<file path="config.mk">
export PLATFORM = sky130hd
export DESIGN_NAME = fnd_reader_flat
export DESIGN_NICKNAME = d
export VERILOG_FILES = /design/src/rtl/fnd_reader_if.sv /design/src/rtl/fnd_reader.sv /design/src/flat_wrapper.sv
export SDC_FILE = /design/constraint.sdc
export NUM_CORES = 1
export LEC_CHECK = 0
export ABC_AREA = 0
export ABC_CLOCK_PERIOD_IN_PS = 3900
export CORE_MARGIN = 3
export CORE_UTILIZATION = 55
export DETAILED_ROUTE_END_ITERATION = 8
export PLACE_DENSITY = 0.77
export SYNTH_ARGS = -nofsm -noshare
export SYNTH_HDL_FRONTEND = slang
export SYNTH_SLANG_ARGS = --single-unit
</file>
<file path="constraint.sdc">
create_clock -name i_Clk -period 3.9 [get_ports i_Clk]
set_input_delay 0.39 -clock i_Clk [delete_from_list [all_inputs] [get_ports i_Clk]]
set_output_delay 0.39 -clock i_Clk [all_outputs]
set_load 0.01 [all_outputs]
</file>
<file path="src/rtl/fnd_reader_if.sv">
// Bus between an FND display source and the fnd_reader.
// The master drives the snooped segment/select lines and the ready
// handshake; the slave (the reader) returns the decoded frame.
interface fnd_reader_if #(
  parameter int NUM_DIGITS = 4
);
  logic [6:0]              i_FND;
  logic [NUM_DIGITS-1:0]   i_Digit_Sel;
  logic                    i_Ready;
  logic [4*NUM_DIGITS-1:0] o_Data;
  logic [NUM_DIGITS-1:0]   o_Blank;
  logic                    o_Valid;
  logic                    o_Err;
  logic                    o_Drop;

  modport master (
    output i_FND, i_Digit_Sel, i_Ready,
    input  o_Data, o_Blank, o_Valid, o_Err, o_Drop
  );

  modport slave (
    input  i_FND, i_Digit_Sel, i_Ready,
    output o_Data, o_Blank, o_Valid, o_Err, o_Drop
  );
endinterface

</file>
<file path="src/rtl/fnd_reader.sv">
// fnd_reader: recovers BCD digits from a multiplexed active-low 7-segment
// bus. Each one-hot digit select plus segment pattern must stay unchanged
// for STABLE_CYCLES registered compares before the position is captured;
// a full set of positions is offered as one frame on a valid/ready port.
// Build option: define FND_READER_ERR_EN to capture undecodable patterns
// as 4'hE and report them on o_Err; otherwise such dwells are ignored.
module fnd_reader #(
  parameter int NUM_DIGITS    = 4,
  parameter int STABLE_CYCLES = 4
) (
  input logic         i_Clk,
  input logic         i_Rst,
  fnd_reader_if.slave bus
);

  localparam int CNT_W = $clog2(STABLE_CYCLES + 1);
  localparam logic [CNT_W-1:0] CNT_MAX = CNT_W'(STABLE_CYCLES);

  // Returns {blank, err, value} for one segment pattern.
  function automatic logic [5:0] decode(input logic [6:0] seg);
    case (seg)
      7'b1000000: decode = 6'h00;
      7'b1111001: decode = 6'h01;
      7'b0100100: decode = 6'h02;
      7'b0110000: decode = 6'h03;
      7'b0011001: decode = 6'h04;
      7'b0010010: decode = 6'h05;
      7'b0000010: decode = 6'h06;
      7'b1011000: decode = 6'h07;
      7'b0000000: decode = 6'h08;
      7'b0011000: decode = 6'h09;
      7'b1111111: decode = 6'h2F;
      default:    decode = 6'h1E;
    endcase
  endfunction

  logic [6:0]              fnd_p0, fnd_p1;
  logic [NUM_DIGITS-1:0]   sel_p0, sel_p1;
  logic [CNT_W-1:0]        cnt_p1, cnt_nxt;
  logic [5:0]              dec_p0;
  logic                    onehot_p0, same_p0, take_p0, cap_vld_p1;
  logic [4*NUM_DIGITS-1:0] shd_data;
  logic [NUM_DIGITS-1:0]   shd_blank, mask;
  logic                    complete, load, drop_nxt;
  logic [4*NUM_DIGITS-1:0] data_q;
  logic [NUM_DIGITS-1:0]   blank_q;
  logic                    valid_q, drop_q;
`ifdef FND_READER_ERR_EN
  logic [NUM_DIGITS-1:0]   shd_err;
  logic                    err_q;
`endif

  // Stage p0/p1: current registered sample and the one before it.
  always_ff @(posedge i_Clk or posedge i_Rst) begin
    if (i_Rst) begin
      fnd_p0 <= '0;
      sel_p0 <= '0;
      fnd_p1 <= '0;
      sel_p1 <= '0;
    end else begin
      fnd_p0 <= bus.i_FND;
      sel_p0 <= bus.i_Digit_Sel;
      fnd_p1 <= fnd_p0;
      sel_p1 <= sel_p0;
    end
  end

  // Stability qualification and saturating dwell counter update.
  always_comb begin
    dec_p0    = decode(fnd_p0);
    onehot_p0 = (sel_p0 != '0) && ((sel_p0 & (sel_p0 - NUM_DIGITS'(1))) == '0);
    same_p0   = (fnd_p0 == fnd_p1) && (sel_p0 == sel_p1);
`ifdef FND_READER_ERR_EN
    take_p0   = 1'b1;
`else
    take_p0   = !dec_p0[4];
`endif
    cnt_nxt = '0;
    if (onehot_p0 && same_p0 && take_p0) begin
      cnt_nxt = (cnt_p1 == CNT_MAX) ? cnt_p1 : cnt_p1 + CNT_W'(1);
    end
    cap_vld_p1 = (cnt_nxt == CNT_MAX) && (cnt_p1 != CNT_MAX);
  end

  // Frame completion and output-register acceptance decisions.
  always_comb begin
    complete = &mask;
    load     = complete && (!valid_q || bus.i_Ready);
    drop_nxt = complete && valid_q && !bus.i_Ready;
  end

  // Stage p1: dwell counter, shadow slots and captured mask.
  always_ff @(posedge i_Clk or posedge i_Rst) begin
    if (i_Rst) begin
      cnt_p1    <= '0;
      shd_data  <= '0;
      shd_blank <= '0;
      mask      <= '0;
`ifdef FND_READER_ERR_EN
      shd_err   <= '0;
`endif
    end else begin
      cnt_p1 <= cnt_nxt;
      for (int k = 0; k < NUM_DIGITS; k++) begin
        if (cap_vld_p1 && sel_p0[k]) begin
          shd_data[4*k +: 4] <= dec_p0[3:0];
          shd_blank[k]       <= dec_p0[5];
`ifdef FND_READER_ERR_EN
          shd_err[k]         <= dec_p0[4];
`endif
        end
      end
      mask <= (complete ? '0 : mask) | (cap_vld_p1 ? sel_p0 : '0);
    end
  end

  // Stage p2: held output frame with valid/ready handshake and drop pulse.
  always_ff @(posedge i_Clk or posedge i_Rst) begin
    if (i_Rst) begin
      data_q  <= '0;
      blank_q <= '0;
      valid_q <= 1'b0;
      drop_q  <= 1'b0;
`ifdef FND_READER_ERR_EN
      err_q   <= 1'b0;
`endif
    end else begin
      drop_q <= drop_nxt;
      if (load) begin
        data_q  <= shd_data;
        blank_q <= shd_blank;
        valid_q <= 1'b1;
`ifdef FND_READER_ERR_EN
        err_q   <= |shd_err;
`endif
      end else if (valid_q && bus.i_Ready) begin
        valid_q <= 1'b0;
      end
    end
  end

  assign bus.o_Data  = data_q;
  assign bus.o_Blank = blank_q;
  assign bus.o_Valid = valid_q;
  assign bus.o_Drop  = drop_q;
`ifdef FND_READER_ERR_EN
  assign bus.o_Err   = err_q;
`else
  assign bus.o_Err   = 1'b0;
`endif

endmodule

</file>
<file path="src/flat_wrapper.sv">
// flat-port wrapper written by rule: the top's interface ports become plain ports
module fnd_reader_flat 
#(
  parameter int NUM_DIGITS    = 4,
  parameter int STABLE_CYCLES = 4
)
  (i_Clk, i_Rst, bus_i_FND, bus_i_Digit_Sel, bus_i_Ready, bus_o_Data, bus_o_Blank, bus_o_Valid, bus_o_Err, bus_o_Drop);
  fnd_reader_if #(.NUM_DIGITS(NUM_DIGITS)) bus_i ();
  input logic i_Clk;
  input logic i_Rst;
  input wire logic [$bits(bus_i.i_FND)-1:0] bus_i_FND;
  input wire logic [$bits(bus_i.i_Digit_Sel)-1:0] bus_i_Digit_Sel;
  input wire logic [$bits(bus_i.i_Ready)-1:0] bus_i_Ready;
  output wire logic [$bits(bus_i.o_Data)-1:0] bus_o_Data;
  output wire logic [$bits(bus_i.o_Blank)-1:0] bus_o_Blank;
  output wire logic [$bits(bus_i.o_Valid)-1:0] bus_o_Valid;
  output wire logic [$bits(bus_i.o_Err)-1:0] bus_o_Err;
  output wire logic [$bits(bus_i.o_Drop)-1:0] bus_o_Drop;
  assign bus_i.i_FND = bus_i_FND;
  assign bus_i.i_Digit_Sel = bus_i_Digit_Sel;
  assign bus_i.i_Ready = bus_i_Ready;
  assign bus_o_Data = bus_i.o_Data;
  assign bus_o_Blank = bus_i.o_Blank;
  assign bus_o_Valid = bus_i.o_Valid;
  assign bus_o_Err = bus_i.o_Err;
  assign bus_o_Drop = bus_i.o_Drop;
  fnd_reader #(.NUM_DIGITS(NUM_DIGITS), .STABLE_CYCLES(STABLE_CYCLES)) u_core (.i_Clk(i_Clk), .i_Rst(i_Rst), .bus(bus_i));
endmodule
</file>
==> out/results.tsv <==
metric	value	unit
relSlewSlack	0.422	
drt-initial-drc-count	102	
synth_enable_flop_cells	0	
final.setup_skew	0.00857	ns
via_per_inst	5.26	
fp-row-count	26	
grt_pass1_vias	1777	
track_usage	0.181	
setup_viol_count_final	0	
cts.repair.resized	0	
cp_max_fo	6	
vias	1773	
seq_power_share	0.546	
final_nets	278	
port_buffers	35	
max_freq	343	MHz
synth_cell_type_count	44	
clk_pin_slew	0.07	ns
routedWlPerCell	14.8	um
syn_to_final_growth	19.4	%
drv_slew	0	
hold_viol	0	
rr_startpoint	u_core.cnt_p1[0]	
avgSynthCellArea	13.5	um^2
final_cells	337	
clock_sinks	71	
core	5200	um^2
die_x	80.2	um
pin_count	37	
critPathLaunchType	flip-flop	
hold_path_class	flip-flop to flip-flop	
crit_path_end_kind	flip-flop	
tightest_slew	0.866	ns
grt_max_degree	44	
swShare	0.224	
wirelength	5000	um
power_density	387	nW/um^2
synth_seq_cells	71	
post-place-cells	321	
async_reset_ff_frac	1.00	
worst_ir_drop_vdd	0.273	mV
p_leak	0.00159	uW
hold_ws	0.473	ns
period_needed	2.91	ns
crit_start	u_core.cnt_p1[0]	
syn_area	3030	um^2
synth_nets	240	
cts_tree	built	
insertion_delay	0.34	ns
die-area	6430	um^2
finalCritPeriodShare	0.747	
fillers	388	
p_switching	314	uW
internal-power	1090	uW
postSynthCellCount	224	
cts_root_buf	clkbuf_8	
antenna_cells	0	
ys_seq_area_frac	0.587	
ant_nets	0	
arrival	3.14	ns
overflow	0	
clkPwrFrac	0.412	
fin_setup_tns	0	ns
status	finished, final reports clean	
synth_ff_type	dfrtp_1	
worst_ep_required_time	4.13	ns
cts_buffer_depth	2	
yosys_warnings	0	
hpwl	3520	um
power.total	1400	uW
drive_gt1_frac	0.236	
cts_hold_buf	0	
cts_buffers	9	
start_util	0.582	
gp_congestion	0.788	
die_h	80.2	um
hold_start	u_core.sel_p0[1]	
drt_first_pass_iters	4	
grt_pass1_wl	8660	um
pwr-share-comb	0.042	
worstSetupPathType	flip-flop to flip-flop	
grt_setup_unrepaired	no	
cts_setup_buffers	0	
drc_errors	0	
htree_levels	3	
drv_cap	0	
antenna_found_initial	0	
## path summary, 6_finish.rpt
check                           slack [ns]                  end  depth (start not counted)
worst max-delay path                  0.99  u_core.shd_blank[0]                          7
worst min-delay path                  0.47     u_core.sel_p1[1]                          0
worst max register to register        0.99  u_core.shd_blank[0]                          7
worst min register to register        0.47     u_core.sel_p1[1]                          0
max in group asynchronous             2.47   u_core.shd_data[4]                          3
min in group asynchronous             0.55  u_core.shd_data[14]                          2
## power groups by stage
stage | combinational [uW] | sequential (uW) | clock [uW]
4_1_cts | 60.2 | 764 | 596
3_5_place_dp | 60.0 | 778 | 0
5_1_grt | 67.1 | 766 | 634
3_3_place_gp | 59.6 | 777 | 0
2_1_floorplan | 48.2 | 768 | 0
6_report | 58.9 | 764 | 578
## worst max-delay path, stage by stage, from the launching register on
cell and delay [ns]:
dfrtp_1 0.40, inv_1 0.07, ha_1 0.22, or3b_2 0.46, a211oi_1 0.45, nand2_1 0.18
a2111oi_4 0.62, mux2_2 0.40
## registers in the layout (all words and copies together) (netlist names)
signal              flops
u_core.bus.o_Data      16
u_core.shd_data        16
u_core.fnd_p0           7
u_core.fnd_p1           7
u_core.bus.o_Blank      4
u_core.mask             4
u_core.sel_p0           4
u_core.sel_p1           4
u_core.shd_blank        4
u_core.cnt_p1           3
u_core.bus.o_Drop       1
u_core.bus.o_Valid      1
## logic make-up after synthesis
logic type,Yosys count,share of synthesized area
flip-flops,71,0.587
AND/OR/NAND/NOR,51,0.0996
multiplexers,40,0.145
AO/OA/AOI/OAI,24,0.0851
buffers and inverters,22,0.0359
XOR/XNOR,13,0.0376
adder cells (fa/ha/maj),2,0.00826
other,1,0.00124
## cell usage after synthesis, types with 4 or more instances
cell	n	area share
a21o_2	4	0.012
nor3_1	6	0.0099
o21ai_0	4	0.0066
nand2b_1	5	0.010
mux2i_1	8	0.026
dfrtp_1	71	0.59
mux2_2	32	0.12
nand4_1	4	0.0083
a2111oi_4	4	0.036
nand2_1	9	0.011
xor2_1	10	0.029
inv_1	12	0.015
## layout by cell type, fill, tap and decap left out, types with 4 or more instances in the layout
master and n:
dfrtp_1 71, clkdlybuf4s50_1 35, mux2_2 32, inv_1 11, xor2_1 10, clkbuf_8 10
nand2_1 9, mux2i_1 8, nor3_1 6, nand2b_1 5, nand4_1 4, o21ai_0 4
a2111oi_4 4, a21o_2 4
## area by class of cell
class	instances	area, um^2	share of cell area
multi-input combinational	131	1140	0.316
clock inverter	5	57.6	0.0159
inverter	12	45.0	0.0125
tap	70	87.6	0.0242
timing repair buffer	37	365	0.101
clock buffer	11	141	0.0391
sequential	71	1780	0.491
## metal layers
metal | global-route usage | wire length [um]
met3 | 0.0437 | 191
met2 | 0.240 | 2240
met5 | 0 | 0
met1 | 0.272 | 2470
met4 | 0.0997 | 95
## per-stage QoR
stage | instance area (um^2) | utilization | setup WS [ns]
2_1_floorplan | 3030 | - | 1.33
3_3_place_gp | 3420 | 0.656 | 1.00
3_5_place_dp | 3420 | 0.656 | 0.980
4_1_cts | 3620 | 0.695 | 0.954
5_1_grt | 3620 | 0.695 | 0.790
6_report | 3620 | 0.695 | 0.988
Power figures use the tool's default switching activity.
